<file path="src/rtl/config_loader_if.sv">
// rtl/config_loader_if.sv - serial bitstream input and config-chain output bundle
interface config_loader_if;
  logic bit_in;
  logic bit_valid;
  logic bit_ready;
  logic cfg_dout;
  logic cfg_shift_en;
  logic cfg_commit;

  modport master (
    output bit_in, bit_valid,
    input  bit_ready, cfg_dout, cfg_shift_en, cfg_commit
  );

  modport slave (
    input  bit_in, bit_valid,
    output bit_ready, cfg_dout, cfg_shift_en, cfg_commit
  );
endinterface

</file>
<file path="src/rtl/config_loader.sv">
// rtl/config_loader.sv - framed serial config loader: sync word, payload, even parity, commit
module config_loader #(
  parameter logic [7:0] SYNC_WORD = 8'hA5,
  parameter int TILE_BITS = 33,
  parameter int NUM_TILES = 14,
  parameter int SB_BITS   = 16,
  parameter int NUM_SB    = 22,
  parameter int TOTAL_BITS = TILE_BITS * NUM_TILES + SB_BITS * NUM_SB,
  parameter int CNT_W     = 10
) (
  input  logic               clock,
  input  logic               reset,
  input  logic               start,
  config_loader_if.slave     bus,
  output logic               busy,
  output logic               done,
  output logic               error,
  output logic [CNT_W-1:0]   bit_count
);

  typedef enum logic [2:0] {
    S_IDLE, S_SYNC, S_LOAD, S_CHECK, S_COMMIT, S_DONE, S_ERROR
  } state_t;

  localparam logic [CNT_W-1:0] TOTAL_C = CNT_W'(TOTAL_BITS);
  localparam logic [CNT_W-1:0] LAST_C  = CNT_W'(TOTAL_BITS - 1);

  state_t           state_q, state_d;
  logic [7:0]       sync_q, sync_d;
  logic [3:0]       sync_cnt_q, sync_cnt_d;
  logic             parity_q, parity_d;
  logic [CNT_W-1:0] bit_count_q, bit_count_d;
  logic             cfg_dout_q, cfg_dout_d;
  logic             cfg_shift_en_q, cfg_shift_en_d;
  logic             accept;
  logic [7:0]       sync_next;

  assign bus.bit_ready = (state_q == S_SYNC) || (state_q == S_LOAD) || (state_q == S_CHECK);
  assign accept        = bus.bit_valid && bus.bit_ready;
  assign sync_next     = {sync_q[6:0], bus.bit_in};

  always_comb begin
    state_d        = state_q;
    sync_d         = sync_q;
    sync_cnt_d     = sync_cnt_q;
    parity_d       = parity_q;
    bit_count_d    = bit_count_q;
    cfg_dout_d     = cfg_dout_q;
    cfg_shift_en_d = 1'b0;
    case (state_q)
      S_IDLE, S_DONE, S_ERROR: begin
        // Every restart begins from a clean frame, whatever ended the last one.
        if (start) begin
          state_d     = S_SYNC;
          sync_d      = 8'h00;
          sync_cnt_d  = 4'd0;
          parity_d    = 1'b0;
          bit_count_d = '0;
        end
      end
      S_SYNC: begin
        if (accept) begin
          sync_d     = sync_next;
          sync_cnt_d = sync_cnt_q + 4'd1;
          if (sync_cnt_q == 4'd7)
            state_d = (sync_next == SYNC_WORD) ? S_LOAD : S_ERROR;
        end
      end
      S_LOAD: begin
        if (accept) begin
          cfg_dout_d     = bus.bit_in;
          cfg_shift_en_d = 1'b1;
          parity_d       = parity_q ^ bus.bit_in;
          if (bit_count_q < TOTAL_C)
            bit_count_d = bit_count_q + 1'b1;
          if (bit_count_q == LAST_C)
            state_d = S_CHECK;
        end
      end
      S_CHECK: begin
        if (accept)
          state_d = ((parity_q ^ bus.bit_in) == 1'b0) ? S_COMMIT : S_ERROR;
      end
      S_COMMIT: state_d = S_DONE;
      default:  state_d = S_IDLE;
    endcase
  end

  always_ff @(posedge clock) begin
    if (reset) begin
      state_q        <= S_IDLE;
      sync_q         <= 8'h00;
      sync_cnt_q     <= 4'd0;
      parity_q       <= 1'b0;
      bit_count_q    <= '0;
      cfg_dout_q     <= 1'b0;
      cfg_shift_en_q <= 1'b0;
    end else begin
      state_q        <= state_d;
      sync_q         <= sync_d;
      sync_cnt_q     <= sync_cnt_d;
      parity_q       <= parity_d;
      bit_count_q    <= bit_count_d;
      cfg_dout_q     <= cfg_dout_d;
      cfg_shift_en_q <= cfg_shift_en_d;
    end
  end

  assign bus.cfg_dout     = cfg_dout_q;
  assign bus.cfg_shift_en = cfg_shift_en_q;
  assign bus.cfg_commit   = (state_q == S_COMMIT);
  assign busy             = (state_q == S_SYNC) || (state_q == S_LOAD) ||
                            (state_q == S_CHECK) || (state_q == S_COMMIT);
  assign done             = (state_q == S_DONE);
  assign error            = (state_q == S_ERROR);
  assign bit_count        = bit_count_q;

endmodule

</file>
<file path="src/flat_wrapper.sv">
// flat-port wrapper written by rule: the top's interface ports become plain ports
module config_loader_flat 
#(
  parameter logic [7:0] SYNC_WORD = 8'hA5,
  parameter int TILE_BITS = 33,
  parameter int NUM_TILES = 14,
  parameter int SB_BITS   = 16,
  parameter int NUM_SB    = 22,
  parameter int TOTAL_BITS = TILE_BITS * NUM_TILES + SB_BITS * NUM_SB,
  parameter int CNT_W     = 10
)
  (clock, reset, start, busy, done, error, bit_count, bus_bit_in, bus_bit_valid, bus_bit_ready, bus_cfg_dout, bus_cfg_shift_en, bus_cfg_commit);
  config_loader_if bus_i ();
  input  logic clock;
  input  logic reset;
  input  logic start;
  output logic busy;
  output logic done;
  output logic error;
  output logic [CNT_W-1:0] bit_count;
  input wire logic [$bits(bus_i.bit_in)-1:0] bus_bit_in;
  input wire logic [$bits(bus_i.bit_valid)-1:0] bus_bit_valid;
  output wire logic [$bits(bus_i.bit_ready)-1:0] bus_bit_ready;
  output wire logic [$bits(bus_i.cfg_dout)-1:0] bus_cfg_dout;
  output wire logic [$bits(bus_i.cfg_shift_en)-1:0] bus_cfg_shift_en;
  output wire logic [$bits(bus_i.cfg_commit)-1:0] bus_cfg_commit;
  assign bus_i.bit_in = bus_bit_in;
  assign bus_i.bit_valid = bus_bit_valid;
  assign bus_bit_ready = bus_i.bit_ready;
  assign bus_cfg_dout = bus_i.cfg_dout;
  assign bus_cfg_shift_en = bus_i.cfg_shift_en;
  assign bus_cfg_commit = bus_i.cfg_commit;
  config_loader #(.SYNC_WORD(SYNC_WORD), .TILE_BITS(TILE_BITS), .NUM_TILES(NUM_TILES), .SB_BITS(SB_BITS), .NUM_SB(NUM_SB), .TOTAL_BITS(TOTAL_BITS), .CNT_W(CNT_W)) u_core (.clock(clock), .reset(reset), .start(start), .bus(bus_i), .busy(busy), .done(done), .error(error), .bit_count(bit_count));
endmodule
</file>
<file path="config.mk">
export PLATFORM = sky130hd
export DESIGN_NAME = config_loader_flat
export DESIGN_NICKNAME = d
export VERILOG_FILES = /design/src/rtl/config_loader_if.sv /design/src/rtl/config_loader.sv /design/src/flat_wrapper.sv
export SDC_FILE = /design/constraint.sdc
export NUM_CORES = 1
export LEC_CHECK = 0
export ABC_AREA = 0
export CAP_MARGIN = 5
export CORE_AREA = 2 2 61 63
export CTS_BUF_LIST = sky130_fd_sc_hd__clkbuf_8
export CTS_CLUSTER_SIZE = 25
export DETAILED_ROUTE_END_ITERATION = 10
export DIE_AREA = 0 0 63 65
export PLACE_DENSITY = 0.75
export SLEW_MARGIN = 40
export SYNTH_ARGS = -nofsm -noshare
export SYNTH_HDL_FRONTEND = slang
export SYNTH_SLANG_ARGS = --single-unit
</file>
<file path="constraint.sdc">
create_clock -name clock -period 2.4 [get_ports clock]
set_input_delay 0.48 -clock clock [delete_from_list [all_inputs] [get_ports clock]]
set_output_delay 0.48 -clock clock [all_outputs]
set_load 0.01 [all_outputs]
</file>
== After elaboration in Yosys (flattened, before gate mapping) ==
Cells that the tools add are included.

* Register bits after elaboration: 27
* Input port bits: 5
* Output and inout port bits: 17
* Logic and storage cells: 65

* $add $sub $neg: 2
* Magnitude comparators: 1
* Eq/ne operators: 16
* Mux-type cells: 23
* Bitwise operators: 2
* Reduce and logical (&&, ||, !) cells: 14

{| class="wikitable"
|+ Operators by type and width
! cell !! count
|-
| $mux W10 || 3
|-
| $mux W3 || 7
|-
| $pmux W10 S2 || 1
|-
| $pmux W3 S5 || 1
|-
| $mux W7 || 2
|-
| $pmux W7 S2 || 1
|-
| $add A10 B1 Y10 const B || 1
|-
| $eq A10 B10 Y1 const B || 1
|-
| $lt A10 B10 Y1 const B || 1
|-
| $eq A3 B3 Y1 const B || 3
|-
| $eq A8 B8 Y1 const B || 1
|-
| $mux W4 || 2
|-
| $ne A2 B2 Y1 const B || 4
|-
| $pmux W4 S2 || 1
|-
| $eq A3 B2 Y1 const B || 2
|-
| $ne A2 B1 Y1 const B || 3
|-
| $reduce_and A3 Y1 || 2
|-
| $reduce_and A6 Y1 || 1
|-
| $add A4 B1 Y4 const B || 1
|-
| $eq A4 B3 Y1 const B || 1
|-
| $reduce_and A4 Y1 || 1
|-
| $reduce_bool A2 Y1 || 2
|-
| $eq A3 B1 Y1 const B || 1
|-
| $logic_not A3 Y1 || 1
|-
| 10 further kinds || 14
|}

== Depth between registers and ports, before layout ==
* Depth in word-level cells: 6
* Mapped depth: 7
* Depth with buffers taken out: 7

== Least setup slack after synthesis ==
OpenSTA, ideal clock, no wires.

* Path type: in2reg
* From: in start
* To: reg u_core.bit_count_q[7] (netlist: u_core.bit_count[7])
* Setup time: 0.120 ns
* Arrival time: 1.694 ns
* Required time: 2.280 ns
* Path slack: 0.586 ns
* Cell stages on the path: 5
* Path buffers: 0
* Path through: or4b_4 a21boi_4 a22oi_4 nor2_4 a211o_1

* Word-level cells in the longest chain between the ends: 2

{| class="wikitable"
|+ Ends and longest elaborated chain
! item !! RTL line !! source
|-
| start, declared || flat_wrapper.sv:16 || <nowiki>input logic start;</nowiki>
|-
| $ne A2 B2 Y1 (no source line) || n/a ||
|-
| $reduce_and A4 Y1 (no source line) || n/a ||
|-
| end signal, assigned || config_loader.sv:103 || <nowiki>bit_count_q <= bit_count_d;</nowiki>
|-
| end, declared || config_loader.sv:32 || <nowiki>logic [CNT_W-1:0] bit_count_q, bit_count_d;</nowiki>
|}

Every way passes these cells.
A chain may end at the register's enable or synchronous reset.

== Final worst setup path ==
* From: reg u_core.state_q[1]
* To: out error

* Word-level cells in the longest chain between the ends: 1

{| class="wikitable"
|+ Ends and longest elaborated chain
! item !! RTL line !! source
|-
| start, declared || config_loader.sv:28 || <nowiki>state_t state_q, state_d;</nowiki>
|-
| start signal, assigned || config_loader.sv:99 || <nowiki>state_q <= state_d;</nowiki>
|-
| $eq A3 B3 Y1 || config_loader.sv:115 || <nowiki>assign error = (state_q == S_ERROR);</nowiki>
|-
| end, declared || flat_wrapper.sv:19 || <nowiki>output logic error;</nowiki>
|}

Every way passes these cells.

==> results by group <==
Outcome
  • Outcome: completed

STA
  • Final setup viols: 0
  • Setup TNS: 0 ns
  • Setup Skew: 0.00434 ns
  • Tmin final: 2.15 ns
  • Unrepaired setup endpoints after global routing: no
  • Fmax: 0.465 GHz
  • Crit share post-route: 89.5%
  • Worst slew pin tran: ~0.35 ns
  • Max Slew Vio Count: 0
  • Slew HR: 76.8%
  • Fin. Hold Viols: 0

GRT
  • Largest net degree at the start of global routing: 16
  • Gr ovfl total: 0
  • Antenna violations before repair: 0
  • Vias in the first global route: 1,222
  • First-pass GRT wire length: 5380 microns
  • Tot GR Track Use: 16.2%

Clock network
  • Clock Tree Root: clkbuf_8
  • Setup Fix Bufs, Post-CTS: 0
  • Clock Pin Slew Worst Setup and Hold Paths: 0.09 ns
  • CTS H-tree lvls: 1
  • CTS tree: done
  • Bufs on Longest Clock Path: 2
  • TritonCTS Buffers: 3
  • Clock Latency Late Sink: 0.27 ns
  • Clk sink count: 27

Logic synthesis
  • Post-synthesis cell count: 176
  • Syn_area_per_cell: 8.32 sq um
  • Net Count, Synth: 184
  • Post-synth top flop: dfxtp_1
  • Most common cell in the synthesized netlist: dfxtp_1
  • Async SR Flop Fraction: 0%
  • Fraction of the yosys area taken by sequential cells: 36.9%
  • FF+latch count, synth: 27
  • Yosys warns: 0
  • Post-synth EDFFs: 0
  • Top cells by count, synth: 27 x dfxtp_1, 23 x nand2_1, 18 x nor2_1, 13 x a21oi_1, 9 x o21ai_0
  • Count of unique library cells instantiated by Yosys: 48
  • Synth area leader: dfxtp_1
  • Synthesized area: about 1500 sq um
  • Top cell type's share of synthesized area: 36.9%
  • Top post-synthesis cells by area: dfxtp_1 37%, nand2_1 5.9%, nor2_1 4.6%

Floorplanning
  • I/O Pins: 22
  • Die Y: 65 microns
  • Horiz. Die Dim: 63 microns
  • Die Area: 4100 sq um
  • Initial core utilization: 41.9%
  • Core footprint: about 3500 sq um
  • Row cnt: 22

Routing
  • Routed Antenna Nets: 0
  • DRT Pass-1 Iters: 4
  • Drt via density: 5.34
  • Drc violations: 0
  • First DRT Iteration DRCs: 85
  • WL final: between 3000 and 4000 microns
  • WL/cell: 12.4 microns
  • DR vias: between 1,000 and 1,500

Finish
  • Layout cells sized above 1: 13.4%
  • Nets: approximately 210
  • # diodes: 0
  • Fillers: 343
  • Finished Layout Cells: 250
  • Finished Cell Area: between 1500 and 2000 sq um
  • Layout area overhead: 23.8%

Worst setup path
  • R2r setup slk: 0.55 ns
  • Crit path capture: error
  • Crit path kind: reg -> out
  • CP Data Arrival Time: 1.67 ns
  • Crit path capture type: output port
  • Worst Reg2Reg Path Length in Cells: 5
  • Worst R2R End: u_core.bit_count[7]$_SDFFE_PP0P_
  • Critical R2R Launch: u_core.state_q[0]$_SDFFE_PP0P_
  • Critical path origin: u_core.state_q[1]$_SDFFE_PP0P_
  • CP max FO: 14
  • CP startpoint kind: register
  • Critical path data required time: 1.92 ns

Power and ir drop
  • Leakage: 0.000677 uW
  • Share of power burned in registers: 37.0%
  • Clock Power Share: 16.4%
  • Sw frac: 38.6%
  • Combinational share of power: 46.5%
  • Psw: 612 uW
  • VDD IR max: 0.385 mV
  • Internal: 971 uW
  • Pwr Density: 872 nW/um^2

Placement
  • DP Cell Count: 246
  • DP HPWL: 2290 microns
  • Placed Area: around 1800 sq um
  • Routability cong.: 0.781
  • Port Buf Inserts: 21

Min path
  • Min-delay worst type: reg -> reg

Run
  • Max-Cap Viols: 0
[power groups by stage]
stage | logic (uW) | clock network (uW) | registers (uW)
after CTS | 738 | 268 | 581
after floorplan | 558 | 0 | 536
final | 736 | 260 | 586
after detailed placement | 735 | 0 | 592
after global routing | 809 | 284 | 599
after global placement | 733 | 0 | 591
[layout by cell type (no fill, tap or decap), types with 3 or more instances in the layout]
master / n
o22a_1: 5
o21ai_0: 9
or2_2: 3
inv_1: 6
o31ai_1: 3
nor3_1: 6
clkbuf_8: 3
nand2_1: 23
nand3_1: 8
xor2_1: 4
ha_1: 3
clkdlybuf4s50_1: 21
a21oi_1: 13
buf_4: 9
dfxtp_1: 25
nor2_1: 18
[cell type report]
cell class	instances	area, sq um	area share, %
multi-input combinational	134	861	47.4
sequential	27	543	29.9
timing repair buffer	30	278	15.3
tap	48	60.1	3.31
clock buffer	3	41.3	2.28
inverter	7	26.3	1.45
clock inverter	1	5.00	0.276
[worst max-delay path: stages, from the launching register on]
cell	delay, ns
dfxtp_2	0.51
inv_1	0.16
nor3_1	0.17
clkdlybuf4s50_1	0.56
[logic make-up (layout without fill, tap and decap cells)]
group | count (synthesis) | count (layout) | share of synthesized area (%)
DFF | 27 | 27 | 36.9
adders and majority gates | 3 | 3 | 2.56
and+or+nand+nor | 77 | 77 | 28.1
buffers and inverters | 15 | 41 | 4.35
xor gates and xnor gates | 6 | 6 | 3.59
muxes | 3 | 3 | 2.13
AOI/OAI and AO/OA | 45 | 45 | 22.4
[worst min path at each step]
stage	startpoint	endpoint	slack [ns]	cells after the start
after floorplan	u_core.sync_q[6]$_SDFFE_PP0P_	u_core.sync_q[6]$_SDFFE_PP0P_	0.43	2
after detailed placement	u_core.bit_count[9]$_SDFFE_PP0P_	u_core.bit_count[9]$_SDFFE_PP0P_	0.45	2
after global placement	u_core.bit_count[9]$_SDFFE_PP0P_	u_core.bit_count[9]$_SDFFE_PP0P_	0.45	2
after CTS	u_core.bit_count[9]$_SDFFE_PP0P_	u_core.bit_count[9]$_SDFFE_PP0P_	0.47	2
final	u_core.bit_count[9]$_SDFFE_PP0P_	u_core.bit_count[9]$_SDFFE_PP0P_	0.47	2
after global routing	u_core.bit_count[9]$_SDFFE_PP0P_	u_core.bit_count[9]$_SDFFE_PP0P_	0.49	2
[state kept, by name (all words and copies together) (netlist names)]
signal and cells:
u_core.bus.cfg_shift_en 1, u_core.sync_cnt_q 4, u_core.state_q 3, u_core.parity_q 1, u_core.sync_q 7, u_core.bit_count 10
u_core.bus.cfg_dout 1
[stage by stage]
stage	setup slack [ns]	utilization, %	hold slack (ns)	total power, uW
final	0.251	51.9	0.469	1580
after global routing	0.122	51.9	0.492	1690
after CTS	0.0203	51.8	0.469	1590
after detailed placement	0.0565	50.5	0.455	1330
after global placement	0.0741	50.5	0.449	1320
after floorplan	0.586	-	0.432	1090
[layer usage]
layer	global-route usage [%]	routed length (microns)	share of wire (%)	vias up
met1	21.3	1540	50	624
met4	5.83	40	1.3	0
li1	-	-	-	682
met3	1.74	77	2.5	4
met2	27.7	1450	47	25
met5	0	0	0	-
[repair_timing]
action                                  CTS  global route
resized for setup                         0             2
hold buffers                              0             0
endpoints found under the hold margin     0             0
endpoints found under the setup margin    0             4
No activity file was read; power rests on OpenSTA's default activity.
